$ cat src/rtl/game_pkg.sv
// Shared game constants: screen/stage codes, HUD objective codes, default lives.
// Latency: n/a (constants, types and one helper function only).
// Backpressure: n/a. Imported by the sequencer and by the display path.
package game_pkg;

   typedef logic [3:0] state_t;
   typedef logic [1:0] heart_t;
   typedef logic [1:0] todo_t;

   // Screen/stage codes as seen by the display path
   localparam logic [3:0] ST_TITLE    = 4'd0;
   localparam logic [3:0] ST_STAFF    = 4'd1;
   localparam logic [3:0] ST_STAGE1   = 4'd2;
   localparam logic [3:0] ST_SUCCESS1 = 4'd3;
   localparam logic [3:0] ST_STAGE2   = 4'd4;
   localparam logic [3:0] ST_SUCCESS2 = 4'd5;
   localparam logic [3:0] ST_STAGE3   = 4'd6;
   localparam logic [3:0] ST_SUCCESS3 = 4'd7;
   localparam logic [3:0] ST_FAIL     = 4'd8;

   // HUD objective shown during play
   localparam logic [1:0] TODO_NONE = 2'd0;
   localparam logic [1:0] TODO_KEY  = 2'd1;
   localparam logic [1:0] TODO_DOOR = 2'd2;

   localparam int unsigned MAX_HEART_DEF = 3;

   function automatic logic is_stage(input state_t s);
      return (s == ST_STAGE1) || (s == ST_STAGE2) || (s == ST_STAGE3);
   endfunction

endpackage

$ cat src/rtl/game_state_ctrl_if.sv
// Event/status bundle between the gameplay front end and the game sequencer.
// Latency: n/a (wires only). Backpressure: none, events are single-cycle pulses/levels.
// Ports: master = event source / HUD consumer, slave = game_state_ctrl.
interface game_state_ctrl_if;
   import game_pkg::*;

   // events into the sequencer
   logic   start_btn;
   logic   staff_btn;
   logic   player_hit;
   logic   key_picked;
   logic   door_reached;

   // registered status out of the sequencer
   state_t state;
   heart_t heart;
   logic   key_find;
   logic   isLocked;
   todo_t  todo;
   logic   play_valid;

   modport master (
      output start_btn, staff_btn, player_hit, key_picked, door_reached,
      input  state, heart, key_find, isLocked, todo, play_valid
   );

   modport slave (
      input  start_btn, staff_btn, player_hit, key_picked, door_reached,
      output state, heart, key_find, isLocked, todo, play_valid
   );

endinterface

$ cat src/rtl/game_state_ctrl_hold_timer.sv
// Generic hold timer: up-counter with terminal pulse, or loadable down-counter with busy flag.
// Latency: tc_o/busy_o are combinational from the count register; count updates one edge later.
// Backpressure: none. Ports: clk, rst (async active-low), clr_i, en_i, load_i -> tc_o, busy_o.
module hold_timer #(
   parameter int unsigned TERM = 16,
   parameter bit          DOWN = 1'b0
) (
   input  logic clk,
   input  logic rst,
   input  logic clr_i,
   input  logic en_i,
   input  logic load_i,
   output logic tc_o,
   output logic busy_o
);

   localparam int unsigned    W    = (TERM < 2) ? 1 : $clog2(TERM);
   localparam logic [W-1:0]   LAST = W'(TERM - 1);
   localparam logic [W-1:0]   ONE  = W'(1);

   logic [W-1:0] cnt_q, cnt_d;

   // clear dominates load, load dominates counting
   always_comb begin
      cnt_d = cnt_q;
      if (clr_i) begin
         cnt_d = '0;
      end else if (DOWN) begin
         if (load_i) begin
            cnt_d = LAST;
         end else if (en_i && (cnt_q != '0)) begin
            cnt_d = cnt_q - ONE;
         end
      end else if (en_i) begin
         cnt_d = (cnt_q == LAST) ? '0 : cnt_q + ONE;
      end
   end

   always_ff @(posedge clk or negedge rst) begin
      if (!rst) begin
         cnt_q <= '0;
      end else begin
         cnt_q <= cnt_d;
      end
   end

   assign busy_o = (cnt_q != '0);
   assign tc_o   = en_i && (DOWN ? (cnt_q == ONE) : (cnt_q == LAST));

endmodule

$ cat src/rtl/game_state_ctrl.sv
// Game sequencer: screen/stage state machine plus HUD flags (lives, key, lock, objective).
// Latency: every input affects the registered outputs one clock edge after it is sampled.
// Backpressure: none; buttons and events are pulses taken as they come.
// Ports: clk, rst (async active-low), bus (game_state_ctrl_if.slave).
// Optional build macro GAME_INVUL_EN adds a post-hit invulnerability window.
module game_state_ctrl
   import game_pkg::*;
#(
   parameter int unsigned MAX_HEART    = MAX_HEART_DEF,
   parameter int unsigned SUCCESS_HOLD = 100_000_000,
   parameter int unsigned INVUL_CYCLES = 50_000_000
) (
   input logic              clk,
   input logic              rst,
   game_state_ctrl_if.slave bus
);

   localparam heart_t HEART_INIT = heart_t'(MAX_HEART);

   state_t state_q,      state_d;
   heart_t heart_q,      heart_d;
   logic   key_find_q,   key_find_d;
   logic   is_locked_q,  is_locked_d;
   todo_t  todo_q,       todo_d;
   logic   play_valid_q, play_valid_d;

   logic   hit_ok;
   logic   illegal;
   logic   hold_en;
   logic   hold_clr;
   logic   hold_tc;
   logic   hold_busy_unused;

   // ---------------- screen state machine ----------------
   always_comb begin
      state_d    = state_q;
      heart_d    = heart_q;
      key_find_d = key_find_q;
      illegal    = 1'b0;

      case (state_q)
         ST_TITLE: begin
            if (bus.start_btn) begin
               state_d = ST_STAGE1;
               heart_d = HEART_INIT;
            end else if (bus.staff_btn) begin
               state_d = ST_STAFF;
            end
         end

         ST_STAFF, ST_SUCCESS3, ST_FAIL: begin
            if (bus.start_btn) begin
               state_d = ST_TITLE;
            end
         end

         ST_STAGE1, ST_STAGE2, ST_STAGE3: begin
            if (bus.key_picked) begin
               key_find_d = 1'b1;
            end
            if (hit_ok && (heart_q <= 2'd1)) begin
               // fatal hit beats a door success in the same cycle
               heart_d = '0;
               state_d = ST_FAIL;
            end else begin
               if (hit_ok) begin
                  heart_d = heart_q - 2'd1;
               end
               // registered key flag: a pickup in this very cycle cannot open the door yet
               if (bus.door_reached && key_find_q) begin
                  state_d = state_q + 4'd1;   // STAGEn -> SUCCESSn is the next code
               end
            end
         end

         ST_SUCCESS1, ST_SUCCESS2: begin
            if (bus.start_btn || hold_tc) begin
               state_d = state_q + 4'd1;      // SUCCESSn -> STAGEn+1
            end
         end

         default: begin
            // unused codes recover to TITLE without touching anything else
            state_d = ST_TITLE;
            illegal = 1'b1;
         end
      endcase

      if (is_stage(state_d) && (state_d != state_q)) begin
         key_find_d = 1'b0;
      end
   end

   // HUD flags follow the next-state values so they line up with state
   always_comb begin
      is_locked_d  = is_locked_q;
      todo_d       = todo_q;
      play_valid_d = play_valid_q;
      if (!illegal) begin
         is_locked_d  = !key_find_d;
         play_valid_d = is_stage(state_d);
         if (!is_stage(state_d)) begin
            todo_d = TODO_NONE;
         end else if (key_find_d) begin
            todo_d = TODO_DOOR;
         end else begin
            todo_d = TODO_KEY;
         end
      end
   end

   // ---------------- success-screen auto-advance ----------------
   assign hold_en  = (state_q == ST_SUCCESS1) || (state_q == ST_SUCCESS2);
   assign hold_clr = (state_d != state_q);

   hold_timer #(
      .TERM (SUCCESS_HOLD),
      .DOWN (1'b0)
   ) u_hold (
      .clk    (clk),
      .rst    (rst),
      .clr_i  (hold_clr),
      .en_i   (hold_en),
      .load_i (1'b0),
      .tc_o   (hold_tc),
      .busy_o (hold_busy_unused)
   );

   // ---------------- hit filtering ----------------
`ifdef GAME_INVUL_EN
   logic invul_busy;
   logic invul_tc_unused;
   logic hit_applied;
   logic leave_stage;

   assign leave_stage = is_stage(state_q) && !is_stage(state_d);
   assign hit_ok      = bus.player_hit && !invul_busy;
   assign hit_applied = hit_ok && is_stage(state_q);

   hold_timer #(
      .TERM (INVUL_CYCLES),
      .DOWN (1'b1)
   ) u_invul (
      .clk    (clk),
      .rst    (rst),
      .clr_i  (leave_stage),
      .en_i   (1'b1),
      .load_i (hit_applied),
      .tc_o   (invul_tc_unused),
      .busy_o (invul_busy)
   );
`else
   localparam int unsigned invul_cycles_unused = INVUL_CYCLES;
   assign hit_ok = bus.player_hit;
`endif

   // ---------------- registers ----------------
   always_ff @(posedge clk or negedge rst) begin
      if (!rst) begin
         state_q      <= ST_TITLE;
         heart_q      <= HEART_INIT;
         key_find_q   <= 1'b0;
         is_locked_q  <= 1'b1;
         todo_q       <= TODO_NONE;
         play_valid_q <= 1'b0;
      end else begin
         state_q      <= state_d;
         heart_q      <= heart_d;
         key_find_q   <= key_find_d;
         is_locked_q  <= is_locked_d;
         todo_q       <= todo_d;
         play_valid_q <= play_valid_d;
      end
   end

   assign bus.state      = state_q;
   assign bus.heart      = heart_q;
   assign bus.key_find   = key_find_q;
   assign bus.isLocked   = is_locked_q;
   assign bus.todo       = todo_q;
   assign bus.play_valid = play_valid_q;

endmodule
$ cat src/flat_wrapper.sv
// flat-port wrapper written by rule: the top's interface ports become plain ports
module game_state_ctrl_flat import game_pkg::*;
#(
   parameter int unsigned MAX_HEART    = MAX_HEART_DEF,
   parameter int unsigned SUCCESS_HOLD = 100_000_000,
   parameter int unsigned INVUL_CYCLES = 50_000_000
)
  (clk, rst, bus_start_btn, bus_staff_btn, bus_player_hit, bus_key_picked, bus_door_reached, bus_state, bus_heart, bus_key_find, bus_isLocked, bus_todo, bus_play_valid);
  game_state_ctrl_if bus_i ();
  input logic clk;
  input logic rst;
  input wire logic [$bits(bus_i.start_btn)-1:0] bus_start_btn;
  input wire logic [$bits(bus_i.staff_btn)-1:0] bus_staff_btn;
  input wire logic [$bits(bus_i.player_hit)-1:0] bus_player_hit;
  input wire logic [$bits(bus_i.key_picked)-1:0] bus_key_picked;
  input wire logic [$bits(bus_i.door_reached)-1:0] bus_door_reached;
  output wire logic [$bits(bus_i.state)-1:0] bus_state;
  output wire logic [$bits(bus_i.heart)-1:0] bus_heart;
  output wire logic [$bits(bus_i.key_find)-1:0] bus_key_find;
  output wire logic [$bits(bus_i.isLocked)-1:0] bus_isLocked;
  output wire logic [$bits(bus_i.todo)-1:0] bus_todo;
  output wire logic [$bits(bus_i.play_valid)-1:0] bus_play_valid;
  assign bus_i.start_btn = bus_start_btn;
  assign bus_i.staff_btn = bus_staff_btn;
  assign bus_i.player_hit = bus_player_hit;
  assign bus_i.key_picked = bus_key_picked;
  assign bus_i.door_reached = bus_door_reached;
  assign bus_state = bus_i.state;
  assign bus_heart = bus_i.heart;
  assign bus_key_find = bus_i.key_find;
  assign bus_isLocked = bus_i.isLocked;
  assign bus_todo = bus_i.todo;
  assign bus_play_valid = bus_i.play_valid;
  game_state_ctrl #(.MAX_HEART(MAX_HEART), .SUCCESS_HOLD(SUCCESS_HOLD), .INVUL_CYCLES(INVUL_CYCLES)) u_core (.clk(clk), .rst(rst), .bus(bus_i));
endmodule
$ cat config.mk
export PLATFORM = sky130hd
export DESIGN_NAME = game_state_ctrl_flat
export DESIGN_NICKNAME = d
export VERILOG_FILES = /design/src/rtl/game_pkg.sv /design/src/rtl/game_state_ctrl_if.sv /design/src/rtl/game_state_ctrl_hold_timer.sv /design/src/rtl/game_state_ctrl.sv /design/src/flat_wrapper.sv
export SDC_FILE = /design/constraint.sdc
export NUM_CORES = 1
export LEC_CHECK = 0
export BUFFER_PORTS_ARGS = -buffer_cell sky130_fd_sc_hd__buf_2
export CORE_UTILIZATION = 45
export CTS_BUF_LIST = sky130_fd_sc_hd__clkbuf_4 sky130_fd_sc_hd__clkbuf_8
export CTS_CLUSTER_SIZE = 40
export DETAILED_ROUTE_END_ITERATION = 8
export GPL_ROUTABILITY_DRIVEN = 0
export PLACE_DENSITY = 0.74
export SLEW_MARGIN = 0
export SYNTH_ARGS = -nofsm -noshare
export SYNTH_HDL_FRONTEND = slang
export SYNTH_SLANG_ARGS = --single-unit
$ cat constraint.sdc
create_clock -name clk -period 5.25 [get_ports clk]
set_clock_uncertainty 0.15 [all_clocks]
set_input_delay 1.05 -clock clk [delete_from_list [all_inputs] [get_ports clk]]
set_output_delay 1.05 -clock clk [all_outputs]
set_load 0.05 [all_outputs]
Word level (Yosys, flattened, before mapping)
Cells that the tools add are included.
{ "op_classes": {"add_sub_neg": 3, "magnitude_cmp": 1, "n_eq_ne": 15, "muxes": 19, "n_reduce_logical": 17} }
{ "op_table": {"columns": ["operator", "n"], "rows": [
  ["2-to-1 mux 27 bit", 3],
  ["adder 27 x 1 -> 27 bit (second input constant)", 1],
  ["== test 27 bit (second input constant)", 1],
  ["== test 4 x 3 -> 1 bit (second input constant)", 6],
  ["2-to-1 mux 4 bit", 6],
  ["one-hot mux 4 bit (4 select lines)", 1],
  ["== test 4 x 2 -> 1 bit (second input constant)", 3],
  ["2-to-1 mux 2 bit", 5],
  ["OR reduction 9 bit", 1],
  ["OR reduction 3 bit", 2],
  ["adder 4 x 1 -> 4 bit (second input constant)", 1],
  ["== test 4 x 1 -> 1 bit (second input constant)", 1],
  ["== test 4 bit (second input constant)", 1],
  ["logical AND 1 bit", 4],
  ["zero test 4 bit", 1],
  ["logical OR 1 bit", 4],
  ["!= test 4 bit", 1],
  ["one-hot mux 2 bit (2 select lines)", 1],
  ["nonzero test 2 bit", 2],
  ["2-to-1 mux 1 bit", 3],
  ["!= test 3 x 2 -> 1 bit (second input constant)", 1],
  ["AND reduction 3 bit", 1],
  ["<= comparator 2 x 1 -> 1 bit (second input constant)", 1],
  ["!= test 2 bit (second input constant)", 1],
  ["other kinds (3)", 3]
]} }
{ "totals": {"register_bits": 38, "out_inout_bits": 11, "wordCells": 62} }

Logic depth before layout (Yosys ltp)
{ "depth": {"depth_word": 13, "mapped_depth": 11} }

By module
From an unflattened synthesis, not the netlist that was laid out.
{ "hier_totals": {"cells_unflattened": 290, "area_unflattened_um2": 2673.8} }
{ "modules_own_cells": {"columns": ["mod", "instances", "cells_each", "area_per_inst_um2"], "rows": [
  ["hold_timer", 1, 184, 1724.2],
  ["game_state_ctrl", 1, 106, 949.7]
]} }

Worst setup path before layout
No wires, ideal clock.
{ "synth_timing": {"path_kind": "reg-to-reg", "startpoint": "register u_core.state_q[0] (netlist: u_core.bus.state[0])", "endpoint": "register u_core.u_hold.cnt_q[10]", "arrival_time_ps": 2846, "required_ps": 4979, "slack_ps": 2133, "path_stages_with_launch": 12, "cell_sequence": "dfrtp_1 clkbuf_1 inv_1 ha_1 a21o_2 o211ai_4 o21ai_0 a2111o_1 a21oi_2 a211o_1 buf_2 nor2_1"} }
{ "synth_via": {"elab_chain_len": 8, "word_cells_on_any_way": 26, "cone_classes": "add/sub (1); eq/ne (9); mux (8); reduce/logical (8)"} }
{ "synth_lines": {"columns": ["element", "line_no", "rtl"], "rows": [
  ["from (decl)", "game_state_ctrl.sv:20", "state_t state_q, state_d;"],
  ["from (signal assigned)", "game_state_ctrl.sv:167", "state_q <= state_d;"],
  ["branches (longest 8 deep; another with adder 4 x 1 -> 4 bit)", null, null],
  ["to (signal assigned)", "game_state_ctrl_hold_timer.sv:43", "cnt_q <= cnt_d;"],
  ["to (decl)", "game_state_ctrl_hold_timer.sv:21", "logic [W-1:0] cnt_q, cnt_d;"]
]} }
Several ways; the timed one is not identified.
A chain may end at the register's enable or synchronous reset.

Final worst setup path
{ "layout_timing": {"startpoint": "register u_core.state_q[0] (netlist: u_core.bus.state[0])", "endpoint": "register u_core.u_hold.cnt_q[14]"} }
The elaborated chain is that of the path after synthesis.

==> impl_metrics.py <==
metrics = {
    "status": {
        "status": "completed",
    },
    "yosys": {
        "yosys-top-cells-count": "39 x nor2_1, 35 x dfrtp_1, 17 x nand2_1",
        "synth_seq_cells": 38,
        "synth-xor-area-share_pct": 8.657,
        "synth_top_family_by_area": "simple AND/OR/NAND/NOR gates",
        "ys_async_sr_fraction_pct": 100.0,
        "muxShareOfSynthArea_pct": 2.388,
        "yosysUniqueCellTypes": 57,
        "yosysSeqAreaShare_pct": 37.96,
        "synth.most_common_cell": "nor2_1",
        "netlist.area_leader.share_pct": 34.83,
        "synth-edff-count": 0,
        "synthSimpleGateAreaFrac_pct": 27.21,
        "synth_area_um2": 2515,
        "synth_compound_area_share_pct": 16.92,
        "syn-mean-instance-area_um2": 9.145,
        "synthTopCellsByArea": "dfrtp_1 35%, nor2_1 5.8%, xor2_1 5.6%",
        "synthesis.instances": 275,
        "synth_flop_cell": "dfrtp_1",
        "syn_nets": 288,
        "ys_warn_count": 0,
        "synth_area_leader_cell": "dfrtp_1",
        "synth-adder-area-share_pct": 2.985,
    },
    "timing": {
        "drv_slew": 0,
        "rsz0062_at_grt": "false",
        "period_needed_ns": 3.362,
        "relSlewSlack_pct": 40.53,
        "fin_crit_sh_pct": 64.04,
        "fmax_mhz": 297.5,
        "setup_viol": 0,
        "worst_slew_pin_slew_ns": 0.8805,
        "fin_setup_tns_ns": 0,
        "hold_viol": 0,
    },
    "drt": {
        "drc": 0,
        "vias": 2045,
        "viasPerCell": 5.712,
        "drt_pass1_iterations": 4,
        "wl_mm": 5.272,
        "antenna_left": 0,
        "wl_per_cell_um": 14.73,
        "drtIter0Drc": 149,
    },
    "floorplan": {
        "pin_count": 18,
        "initial_core_util_pct": 48.02,
        "fp-row-count": 26,
        "die_w_um": 76.76,
        "dieArea_um2": 5891,
        "core_um2": 5238,
        "die_y_um": 76.76,
    },
    "clock_tree": {
        "max-clock-path-buffers": 2,
        "cts_resized": 0,
        "cts_tree": "yes",
        "cts_inserted_buffers": 5,
        "h-tree-depth": 2,
        "root_buffer": "clkbuf_8",
        "post-cts-setup-buffers": 0,
        "clk_pin_slew_worst_paths_ns": 0.08,
        "insertion_delay_ns": 0.30,
        "clock-sinks": 38,
        "cts_hold_buffers": 0,
    },
    "power": {
        "p_leak_nw": 1.158,
        "p_clk_share_pct": 15.7,
        "power.share.switching_pct": 50.08,
        "p_switching_mw": 0.6793,
        "internal_power_mw": 0.6772,
        "combPwrFrac_pct": 55.5,
        "p_seq_share_pct": 28.8,
        "peakVddDrop_mv": 0.2883,
        "powerDensity_nw_per_um2": 498.3,
    },
    "final_layout": {
        "area.growth.synth_to_final_pct": 8.259,
        "fin_util_pct": 51.98,
        "drive_gt1_share_pct": 16.67,
        "fin_nets": 300,
        "antenna_cells": 0,
        "seq_area_um2": 954.7,
        "stdcell_count": 358,
        "multiInputGateArea_um2": 1463,
        "fillers": 484,
    },
    "grt": {
        "grt_use_total_pct": 19.51,
        "gr-total-overflow": 0,
        "antenna_found_initial": 0,
        "first_global_vias": 2028,
        "grt_max_degree": 39,
        "grt_pass1_wl_mm": 9.259,
    },
    "worst_setup_path": {
        "required_ns": 5.25,
        "critical_path_class": "reg2reg",
        "arrival_ns": 3.36,
        "end_kind": "register",
        "start_kind": "register",
        "worst-path-max-fanout": 21,
    },
    "placed_design": {
        "io_buffers": 17,
        "dp_hpwl_mm": 3.702,
        "placedCellCount": 350,
    },
    "flow_run": {
        "cap_violations": 0,
    },
    "min_path": {
        "min_path_type": "reg2reg",
    },
}
per-layer routing:
layer | track usage, % | up-vias | wire length [um]
li1 | - | 1008 | -
met1 | 25.38 | 995 | 2545
met2 | 32.23 | 36 | 2512
met3 | 5.000 | 6 | 154
met4 | 4.808 | 0 | 59
met5 | 0 | - | 0
power by group through the flow:
stage	Combinational [mW]	Clock [mW]	Sequential, mW
final	0.753	0.213	0.390
after global routing	0.822	0.232	0.398
after CTS	0.752	0.220	0.390
after detailed placement	0.748	0	0.395
after global placement	0.743	0	0.394
after floorplan	0.526	0	0.484
cells by family after synthesis:
group | count (synthesis)
xor gates and xnor gates | 24
buffers and inverters | 22
DFF | 38
muxes | 6
adders and majority gates | 6
and+or+nand+nor | 124
AOI/OAI and AO/OA | 55
flip-flops by register name, indices dropped and copies added, names as in the netlist:
name / count
u_core.u_hold.cnt_q: 27
u_core.bus.isLocked: 1
u_core.bus.todo: 2
u_core.bus.key_find: 1
u_core.bus.heart: 2
u_core.bus.play_valid: 1
u_core.bus.state: 4
worst max-delay path, cell delays in order, from the launching register on:
cell and delay [ns]:
dfrtp_1 0.59, inv_1 0.21, ha_1 0.35, a21o_2 0.27, o211ai_4 0.13, o21ai_0 0.17, a2111o_1 0.42, a21oi_2 0.22
a211o_1 0.57, nor2_1 0.12
final cells by class:
cell class              count  share of cell area [%]
inverters                  10                   1.379
clock buffers               6                   3.033
repair buffers             17                   3.125
multi-input cells         215                   53.72
well taps                  70                   3.217
flip-flops and latches     38                   35.06
clock inverters             2                  0.4596
path summary, 6_finish.rpt:
kind                                           from                 endpoint  slack [ns]  depth (start not counted)
worst max-delay path            u_core.bus.state[0]  u_core.u_hold.cnt_q[14]        1.89                          9
worst min-delay path             u_core.bus.todo[0]       u_core.bus.todo[0]        0.33                          2
worst max register to register  u_core.bus.state[0]  u_core.u_hold.cnt_q[14]        1.89                          9
worst min register to register   u_core.bus.todo[0]       u_core.bus.todo[0]        0.33                          2
max in group asynchronous                       rst    u_core.bus.play_valid        3.70                          1
min in group asynchronous                       rst      u_core.bus.state[3]        0.72                          1
cell usage in the layout, fill, tap and decap left out, types with 10 or more instances in the layout:
master   count
dfrtp_1     35
a21oi_1     15
nand2_1     17
nor2_1      39
o21ai_0     10
inv_1       10
nand3_1     14
xor2_1      16
buf_2       17
metrics by stage:
stage	total power, mW	hold slack [ns]	setup slack [ns]	area, um2
after global routing	1.452	0.3747	1.649	2723
after global placement	1.137	0.3041	1.952	2628
after detailed placement	1.143	0.3200	1.859	2628
final	1.357	0.3338	1.888	2723
after floorplan	1.010	0.3477	2.133	2515
after CTS	1.361	0.3375	1.887	2723
No activity file was read; power rests on OpenSTA's default activity.
